`src/rtl/axi_rd_scheduler.sv`:
```
// Shares one AXI AR/R port among NM read requesters, holding the grant for a whole burst.
// Define ARB_RR_EN for round-robin arbitration; fixed priority (lowest index) otherwise.
module axi_rd_scheduler #(
  parameter int NM   = 3,
  parameter int ID_W = 4
) (
  input  logic            clk,
  input  logic            rst,
  input  logic [32*NM-1:0] rm_araddr,
  input  logic [8*NM-1:0]  rm_arlen,
  input  logic [3*NM-1:0]  rm_arsize,
  input  logic [NM-1:0]   rm_arvalid,
  output logic [NM-1:0]   rm_arready,
  output logic [31:0]     rm_rdata,
  output logic            rm_rlast,
  output logic [NM-1:0]   rm_rvalid,
  input  logic [NM-1:0]   rm_rready,
  output logic [ID_W-1:0] arid,
  output logic [31:0]     araddr,
  output logic [7:0]      arlen,
  output logic [2:0]      arsize,
  output logic [1:0]      arburst,
  output logic            arvalid,
  input  logic            arready,
  input  logic [31:0]     rdata,
  input  logic            rlast,
  input  logic            rvalid,
  output logic            rready,
  output logic            busy,
  output logic            err_beat
);

  localparam int GW = (NM > 1) ? $clog2(NM) : 1;

  typedef enum logic [1:0] {
    IDLE = 2'd0,
    AR   = 2'd1,
    R    = 2'd2
  } state_e;

  state_e        state_q;
  logic [GW-1:0] gnt_q;
  logic [31:0]   addr_q;
  logic [7:0]    len_q;
  logic [2:0]    size_q;
  logic [7:0]    cnt_q;
  logic          err_q;
  logic [GW-1:0] win;
  logic          any_req;
  logic          beat;

`ifdef ARB_RR_EN
  logic [GW-1:0] ptr_q;

  // Search starts at the pointer and wraps, first requester found wins.
  always_comb begin
    logic found;
    int   idx;
    win   = '0;
    found = 1'b0;
    for (int k = 0; k < NM; k++) begin
      idx = (int'(ptr_q) + k) % NM;
      if (!found && rm_arvalid[idx]) begin
        win   = GW'(idx);
        found = 1'b1;
      end
    end
  end
`else
  always_comb begin
    win = '0;
    for (int k = NM - 1; k >= 0; k--) begin
      if (rm_arvalid[k]) win = GW'(k);
    end
  end
`endif

  assign any_req = |rm_arvalid;
  assign beat    = (state_q == R) && rvalid && rready;

  always_ff @(posedge clk or posedge rst) begin
    if (rst) begin
      state_q <= IDLE;
      gnt_q   <= '0;
      addr_q  <= '0;
      len_q   <= '0;
      size_q  <= '0;
      cnt_q   <= '0;
      err_q   <= 1'b0;
`ifdef ARB_RR_EN
      ptr_q   <= '0;
`endif
    end else begin
      unique case (state_q)
        IDLE: begin
          if (any_req) begin
            gnt_q   <= win;
            addr_q  <= rm_araddr[32*win +: 32];
            len_q   <= rm_arlen[8*win +: 8];
            size_q  <= rm_arsize[3*win +: 3];
            state_q <= AR;
`ifdef ARB_RR_EN
            ptr_q   <= (int'(win) == NM - 1) ? '0 : win + 1'b1;
`endif
          end
        end
        AR: begin
          if (arready) begin
            cnt_q   <= '0;
            state_q <= R;
          end
        end
        R: begin
          if (beat) begin
            cnt_q <= cnt_q + 8'd1;
            // Last beat must land exactly on arlen; any other pairing is an error.
            if (rlast) begin
              state_q <= IDLE;
              if (cnt_q != len_q) err_q <= 1'b1;
            end else if (cnt_q == len_q) begin
              err_q <= 1'b1;
            end
          end
        end
        default: state_q <= IDLE;
      endcase
    end
  end

  assign arid     = ID_W'(gnt_q);
  assign araddr   = addr_q;
  assign arlen    = len_q;
  assign arsize   = size_q;
  assign arburst  = 2'b01;
  assign arvalid  = (state_q == AR);
  assign busy     = (state_q != IDLE);
  assign err_beat = err_q;

  assign rm_arready = NM'(arvalid && arready) << gnt_q;
  assign rm_rvalid  = NM'((state_q == R) && rvalid) << gnt_q;
  assign rready     = (state_q == R) && rm_rready[gnt_q];
  assign rm_rdata   = rdata;
  assign rm_rlast   = rlast;

endmodule

```
`config.mk`:
```
export PLATFORM = sky130hd
export DESIGN_NAME = axi_rd_scheduler
export DESIGN_NICKNAME = d
export VERILOG_FILES = /design/src/rtl/axi_rd_scheduler.sv
export SDC_FILE = /design/constraint.sdc
export NUM_CORES = 1
export LEC_CHECK = 0
export ABC_AREA = 1
export BUFFER_PORTS_ARGS = -buffer_cell sky130_fd_sc_hd__buf_2
export CORE_ASPECT_RATIO = 0.6
export CORE_MARGIN = 4
export CORE_UTILIZATION = 46
export CTS_BUF_LIST = sky130_fd_sc_hd__clkbuf_4 sky130_fd_sc_hd__clkbuf_8
export DETAILED_ROUTE_END_ITERATION = 10
export PLACE_DENSITY = 0.86
export SLEW_MARGIN = 10
export SYNTH_ARGS = -nofsm -noshare
export SYNTH_HDL_FRONTEND = slang
export SYNTH_SLANG_ARGS = --single-unit
```
`constraint.sdc`:
```
create_clock -name clk -period 2.4 [get_ports clk]
set_clock_uncertainty 0.1 [all_clocks]
set_input_delay 0.24 -clock clk [delete_from_list [all_inputs] [get_ports clk]]
set_output_delay 0.24 -clock clk [all_outputs]
set_load 0.01 [all_outputs]
```
==> results.toml, run 1 <==
[route]
wl_per_cell_um = 14.96
postRouteWirelength_mm = 11.55
drt-initial-drc-count = 263
antenna_left = 0
drc = 0
via_per_inst = 5.175
dr_total_vias = 3995
dr.pass1.iters = 6

[clock_network]
cts_tree = "yes"
cts_buffer_depth = 2
clock-root-buffer = "clkbuf_8"
cts.hold.buffers_added = 1
cts_buffers = 5
clk_pin_slew_ns = 0.10
post_cts_buffers = 0
cts.sinks = 56
htreeDepth = 2
clk_latency_ns = 0.30
cts_resized = 0

[worst_setup_path]
path_buf_inv = 1
critPathCaptureType = "output pin"
start_kind = "flop"
slowest_delay_ns = 0.44
cp_max_fo = 5
path_cells = "nor2_1 > nand2_1 > nor3_1 > buf_2"
required_ns = 2.06
path_delay_family = "simple AND/OR/NAND/NOR gates"
slowest_stage = "dfrtp_1"
path_class = "reg2out"
crit_arrival_ns = 1.54

[layout]
nFillCells = 764
layout-drive-gt1-share_pct = 34.19
final_nets = 836
diodes = 0
layout_common_cells = "195 x buf_2, 102 x nand2_1, 78 x a21oi_1"
final_cells = 772
area_growth_pct = 22.81
final_common_cell = "buf_2"

[synth]
netlist_area_um2 = 3741
yosys.area_share.simple_pct = 21.61
synth_edf_count = 0
synthMuxAreaShare_pct = 0
synth-seq-cells = 56
synth_compound_area_share_pct = 20.40
synth_top_area_share_pct = 37.46
ys_types = 32
synthXorXnorAreaFrac_pct = 1.639
syn_inst = 517
synthArstFlopShare_pct = 100.0
synth.top_cells.by_area = "dfrtp_1 37%, a21oi_1 10%, nand2_1 10%"
yosysTopAreaCell = "dfrtp_1"
synth_adder_area_share_pct = 0.3344
seq_area_frac_synth_pct = 37.46
synth_top_family_by_area = "simple AND/OR/NAND/NOR gates"
ys.flop_type = "dfrtp_1"
syn_area_per_cell_um2 = 7.236
ys_warn_count = 0

[outcome]
status = "finished clean"

[sta]
finalHoldViolations = 0
finalMaxSlewViolations = 0
setup_viol = 0
rsz0062_at_grt = "false"
fin_crit_ns = 1.879
fmax_mhz = 532.2
slew-limit-headroom_pct = 50.24
worstMarginPinSlew_ns = 0.7453
timing.final.crit_share_pct = 78.29
tns_ns = 0
setup_slack_ns = 0.5211

[pwr]
pwr-share-comb_pct = 50.2
irDropWorstVdd_uv = 632.0
p_seq_share_pct = 37.1
pwr-share-clk_pct = 12.7
powerDensity_nw_per_um2 = 954.8
p_sw_w = 0.001966
p_int_w = 0.002420
power_leakage_nw = 2.516
sw_frac_of_total_pct = 44.83

[global_route]
overflow = 0
grt_pass1_wl_mm = 18.52
grt_antenna_before_repair = 0
grt_pass1_vias = 3905
grt_max_degree = 48
grt_use_total_pct = 22.95

[place]
post-place-ws_ns = 0.6289
place_congestion = 0.8489
dp.cells = 763
io_buffers = 195
dp_hpwl_mm = 8.973

[worst_hold_path]
hold_class = "in2reg"

[floorplanning]
dieArea_um2 = 9687
die_h_um = 77.86
io_pins = 264
die_x_um = 124.4
start_util_pct = 47.46
core_area_um2 = 7883
rows = 25

[flow_run]
maxCapViolations = 0
flip-flops by register name, summed over array words and instances (netlist names):
register  flops
arsize        3
arlen         8
state_q       2
cnt_q         8
araddr       32
gnt_q         2
err_beat      1
layer usage:
layer | wire (um) | part of all wire (%) | track usage (%) | vias to the layer above
li1 | - | - | - | 1931
met1 | 4952 | 43 | 29.07 | 1859
met2 | 5491 | 48 | 39.01 | 192
met3 | 974 | 8.4 | 7.153 | 13
met4 | 129 | 1.1 | 4.595 | 0
met5 | 0 | 0 | 0 | -
power groups by stage:
stage | sequential, W | combinational, W | clock [W]
after global routing | 0.00167 | 0.00244 | 0.000606
after global placement | 0.00163 | 0.00212 | 0
after floorplan | 0.00176 | 0.00129 | 0
final | 0.00163 | 0.00220 | 0.000555
after detailed placement | 0.00163 | 0.00221 | 0
after CTS | 0.00162 | 0.00221 | 0.000574
worst min-delay path, cell delays in order:
cell	delay [ns]
buf_2	0.08
nor2_1	0.04
o22ai_1	0.11
cell usage after synthesis, types with 3 or more instances:
library cell and instances:
a21oi_1 78, buf_2 20, buf_4 41, buf_6 3
dfrtp_1 56, inv_1 58, inv_2 5, nand2_1 103
nand2_2 4, nand3_1 18, nand4_1 3, nor2_1 54
nor3_1 6, o211ai_1 39, o22ai_1 4, xnor2_1 4
xor2_1 3
area by class of cell:
type / count / area, um2 / share of cell area (%)
repair buffers: 202 / 1056 / 22.98
well taps: 108 / 135.1 / 2.941
multi-input cells: 334 / 1663 / 36.19
clock buffers: 7 / 90.09 / 1.961
inverters: 64 / 241.5 / 5.256
clock inverters: 1 / 7.507 / 0.1634
flip-flops and latches: 56 / 1401 / 30.50
metrics by stage:
stage	hold WS (ns)	total power, W	area, um2	util, %
final	0.1048	0.004387	4594	58.29
after global routing	0.1011	0.004718	4594	58.29
after CTS	0.09488	0.004409	4594	58.29
after detailed placement	0.2244	0.003843	4487	56.92
after global placement	0.2124	0.003746	4487	56.92
after floorplan	0.3072	0.003056	3749	-
worst paths after layout:
kind | start | end | slack (ns) | depth (start not counted)
worst max-delay path | state_q[1] | rm_arready[2] | 0.52 | 4
worst min-delay path | rm_arlen[22] | arlen[6] | 0.10 | 3
worst max register to register | state_q[1] | araddr[24] | 0.69 | 6
worst min register to register | err_beat | err_beat | 0.37 | 2
max in group asynchronous | rst | araddr[20] | 1.21 | 4
min in group asynchronous | rst | araddr[6] | 0.42 | 3
cells by family (layout without fill, tap and decap cells):
family | count (synthesis) | in the layout
XOR/XNOR | 7 | 7
other | 2 | 4
adder cells (fa/ha/maj) | 1 | 1
AND/OR/NAND/NOR | 195 | 195
buffers and inverters | 129 | 274
AO/OA/AOI/OAI | 127 | 127
flip-flops | 56 | 56
Power figures use the tool's default switching activity.
==> run 2: changes to the inputs <==
- CORE_UTILIZATION: 46 -> 43
- PLACE_DENSITY: 0.86 -> 0.8
- clock period: 2.4 -> 1.75 ns (I/O delays scaled with it)
==> run 2 against run 1 <==
Hold slack lost 0.081 ns. First-iteration DRC count grew 16%. Cell area grew 3.1%. Clock power grew 70%. Combinational power grew 45%. Clock-buffer cell count is the same. Wire length grew 4.0%.
==> results.toml, run 2 (synthesized netlist as in run 1, its figures left out) <==
[clock_network]
clk_pin_slew_ns = 0.10
cts_buffer_depth = 2
cts.sinks = 56
cts_tree = "yes"
htreeDepth = 2
cts_buffers = 5
clk_latency_ns = 0.31
clock-root-buffer = "clkbuf_8"

[worst_setup_path]
start_kind = "flop"
crit_arrival_ns = 1.36
path_class = "reg2out"
required_ns = 1.47
critPathCapture = "rm_rvalid[2]"
r2r_slack_ns = 0.14
critPathCaptureType = "output pin"
r2r-start = "state_q[0]"
cp_max_fo = 6
critPathLaunch = "state_q[0]"
timing.rr.end = "araddr[6]"
reg2regPathDepth = 7

[route]
dr_total_vias = 4071
drc = 0
postRouteWirelength_mm = 12.01
drt-initial-drc-count = 306
antenna_left = 0
dr.pass1.iters = 5
wl_per_cell_um = 15.29
via_per_inst = 5.186

[floorplanning]
start_util_pct = 44.06
core_area_um2 = 8491
dieArea_um2 = 10310
die_h_um = 80.25
io_pins = 264
die_x_um = 128.4
rows = 26

[pwr]
power_leakage_nw = 2.590
powerDensity_nw_per_um2 = 1342
power_w = 0.006359
irDropWorstVdd_uv = 708.4

[place]
dp.cells = 774
dp_hpwl_mm = 9.199
place_congestion = 0.8990
placed_area_um2 = 4557
io_buffers = 195

[layout]
largest_reg_flops = 32
final_cells = 785
layout-drive-gt1-share_pct = 35.96
diodes = 0
layout_common_cells = "195 x buf_2, 101 x nand2_1, 78 x a21oi_1"
nFillCells = 792
area_growth_pct = 26.66
final_nets = 845
final_common_cell = "buf_2"
stdcell_area_um2 = 4738

[global_route]
grt_pass1_wl_mm = 18.70
grt_pass1_vias = 3793
grt_antenna_before_repair = 1
grt_use_total_pct = 22.74
overflow = 0
grt_max_degree = 84

[sta]
setup_viol = 0
fmax_mhz = 611.7
timing.final.crit_share_pct = 93.42
finalMaxSlewViolations = 0
fin_crit_ns = 1.635
finalHoldViolations = 0
rsz0062_at_grt = "true"

[worst_hold_path]
hold_class = "in2reg"

[outcome]
status = "finished clean"

[flow_run]
maxCapViolations = 0
-- run 2: report_power, final --
part / switching, W / internal, W
clock: 0.000440 / 0.000506
sequential: 0.000400 / 0.00183
combinational: 0.00191 / 0.00127
-- run 2: area by class of cell --
cell class | count | area, um2 | share of cell area, %
clock buffers | 7 | 96.34 | 2.033
clock inverters | 1 | 30.03 | 0.6337
inverters | 64 | 245.2 | 5.176
multi-input cells | 334 | 1688 | 35.62
flip-flops and latches | 56 | 1403 | 29.60
well taps | 112 | 140.1 | 2.957
repair buffers | 211 | 1136 | 23.98
-- run 2: metal layers --
layer,up-vias,part of all wire (%),track usage (%)
met5,-,0.058,0
met4,2,0.92,5.085
met3,15,9.5,7.841
met2,188,46,35.31
met1,1917,43,30.61
li1,1949,-,-
-- run 2: how the worst min path moves through the flow --
stage | slack (ns) | endpoint | cells past startpoint | start
floorplan | 0.24 | state_q[0] | 3 | arready
global placement | 0.11 | araddr[26] | 2 | rst
detailed placement | 0.12 | araddr[26] | 2 | rst
CTS | 0.01 | arlen[1] | 3 | rm_arlen[17]
global route | 0.03 | arlen[6] | 3 | rm_arlen[22]
finish | 0.02 | arlen[1] | 3 | rm_arlen[17]
-- run 2: worst max-delay path: stages, from the launching register on --
cell	delay, ns
dfrtp_1	0.41
inv_2	0.08
nand2_2	0.07
clkinv_4	0.09
nand2_4	0.08
nor3_2	0.15
buf_2	0.16
-- run 2: stage by stage --
step	util, %	setup WS [ns]	setup TNS [ns]	hold WS (ns)
finish	55.81	0.1152	0	0.02376
global route	55.81	-0.02430	-0.02430	0.02887
CTS	55.39	0.02024	0	0.01178
detailed placement	53.67	0.2236	0	0.1152
global placement	53.67	0.2440	0	0.1108
floorplan	-	0.1037	0	0.2422
-- run 2: timing repair --
action                     in CTS  in global routing
setup buffers                   0                  2
setup endpoints to repair       2                  7
hold buffers                    1                  0
hold endpoints to repair       19                  0
resized for setup               2                  7
==> run 3: changes to the inputs <==
==> constraint.sdc (replaced) <==
create_clock -name clk -period 1.75 [get_ports clk]
set_clock_uncertainty 0.1 [all_clocks]
set_input_delay 0.35 -clock clk [delete_from_list [all_inputs] [get_ports clk]]
set_output_delay 0.35 -clock clk [all_outputs]
set_load 0.01 [all_outputs]
==> run 3 against run 2 <==
The flow now finishes with violations (setup timing). Register-to-register slack worse by 0.03 ns. Sequential share of layout area is 0.50 points lower. Sequential cell count stayed put. Utilization is 1.0 points higher. Die area stayed put.
==> results.toml, run 3 (synthesized netlist as in run 1, its figures left out) <==
[outcome]
status = "finished with violations"
violations = "setup timing"

[clock_network]
cts_buffer_depth = 2
clk_latency_ns = 0.31
cts.sinks = 56
cts_tree = "yes"
cts_buffers = 5
clk_pin_slew_ns = 0.10
htreeDepth = 2
clock-root-buffer = "clkbuf_8"

[layout]
diodes = 0
multiInputGateArea_um2 = 1728
area_growth_pct = 28.93
largest_reg_flops = 32
stdcell_area_um2 = 4823
final_common_cell = "buf_2"
finish.utilization_pct = 56.81
layout-drive-gt1-share_pct = 37.74
nFillCells = 794
final_cells = 793
layout_common_cells = "194 x buf_2, 101 x nand2_1, 73 x a21oi_1"
seqCellArea_um2 = 1404
final_nets = 853

[floorplanning]
start_util_pct = 44.06
die_x_um = 128.4
core_area_um2 = 8491
die_h_um = 80.25
io_pins = 264
rows = 26
dieArea_um2 = 10310

[global_route]
grt_pass1_vias = 3758
use_met2_pct = 36.81
grt_max_degree = 59
grt_antenna_before_repair = 0
met3_usage_pct = 6.711
grt-busiest-layer = "met2"
grtUsageMet1_pct = 29.03
grt_pass1_wl_mm = 18.17
overflow = 0
grt_use_total_pct = 22.26

[place]
dp_hpwl_mm = 9.090
placed_area_um2 = 4568
dp.cells = 775
io_buffers = 195
place_congestion = 0.9166
post-place-ws_ns = 0.1698

[route]
dr.pass1.iters = 4
postRouteWirelength_mm = 11.84
wl_per_cell_um = 14.93
drt-initial-drc-count = 248
via_per_inst = 5.042
dr_total_vias = 3998
antenna_left = 0
drc = 0

[worst_setup_path]
path_class = "reg2out"
crit_arrival_ns = 1.31
cp_max_fo = 5
critPathCaptureType = "output pin"
start_kind = "flop"
path_delay_family = "flip-flops"
path_buf_inv = 3
slowest_delay_ns = 0.41
path_cells = "inv_2 > nand2_4 > clkinv_4 > nand2_8 > nor3_1 > buf_2"
slowest_stage = "dfrtp_1"
required_ns = 1.30

[sta]
finalMaxSlewViolations = 0
setup_viol = 1
fmax_mhz = 567.3
tns_ns = -0.01288
setup_slack_ns = -0.01288
timing.final.crit_share_pct = 100.7
fin_crit_ns = 1.763
finalHoldViolations = 0
rsz0062_at_grt = "true"

[pwr]
irDropWorstVdd_uv = 593.1
powerDensity_nw_per_um2 = 1315
power_leakage_nw = 2.615

[flow_run]
maxCapViolations = 0

[worst_hold_path]
hold_class = "in2reg"
==> run 3: cell type report <==
cell class	instances	area share (%)
Clock buffer	6	1.712
Clock inverter	2	0.2075
Inverter	64	5.162
Multi-Input combinational cell	334	35.82
Sequential cell	56	29.11
Tap cell	112	2.905
Timing Repair Buffer	219	25.08
==> run 3: layer usage <==
layer / vias to the layer above / share of wire, %
li1: 1961 / -
met1: 1852 / 43
met2: 173 / 48
met3: 12 / 8.5
met4: 0 / 0.82
met5: - / 0
==> run 3: metrics by stage <==
step                total power, W  hold slack, ns
floorplan                 0.004191          0.3305
global placement          0.005244          0.2806
detailed placement        0.005330          0.2777
CTS                       0.006236          0.1920
global route              0.006835          0.2084
finish                    0.006343          0.2062
==> run 3: worst reg2reg max path: cells and delay by family, from the launching register on <==
kind                   cells  cell delay [ns]
AO/OA/AOI/OAI              3             0.39
flip-flops                 1             0.47
buffers and inverters      4             0.45
AND/OR/NAND/NOR            1             0.11
==> run 3: power breakdown <==
part	internal, W	switching, W	total (W)
logic	0.00138	0.00197	0.00335
registers	0.00184	0.000404	0.00224
clock network	0.000318	0.000436	0.000753
total	0.00353	0.00281	0.00634
==> run 3: final timing paths <==
check	start	end	depth (start not counted)	slack [ns]
min in group asynchronous	rst	araddr[3]	3	0.50
max in group asynchronous	rst	gnt_q[1]	4	0.57
setup / recovery	state_q[0]	rm_rvalid[1]	6	-0.01
hold / removal	rm_arlen[22]	arlen[6]	3	0.21
hold reg to reg	err_beat	err_beat	2	0.38
setup reg to reg	state_q[1]	araddr[26]	8	0.11
==> run 3: timing repair <==
action	CTS	global route
pin swaps	2	2
setup buffers	7	2
hold endpoints to repair	16	0
setup endpoints to repair	7	39
resized for setup	10	14
hold buffers	1	0
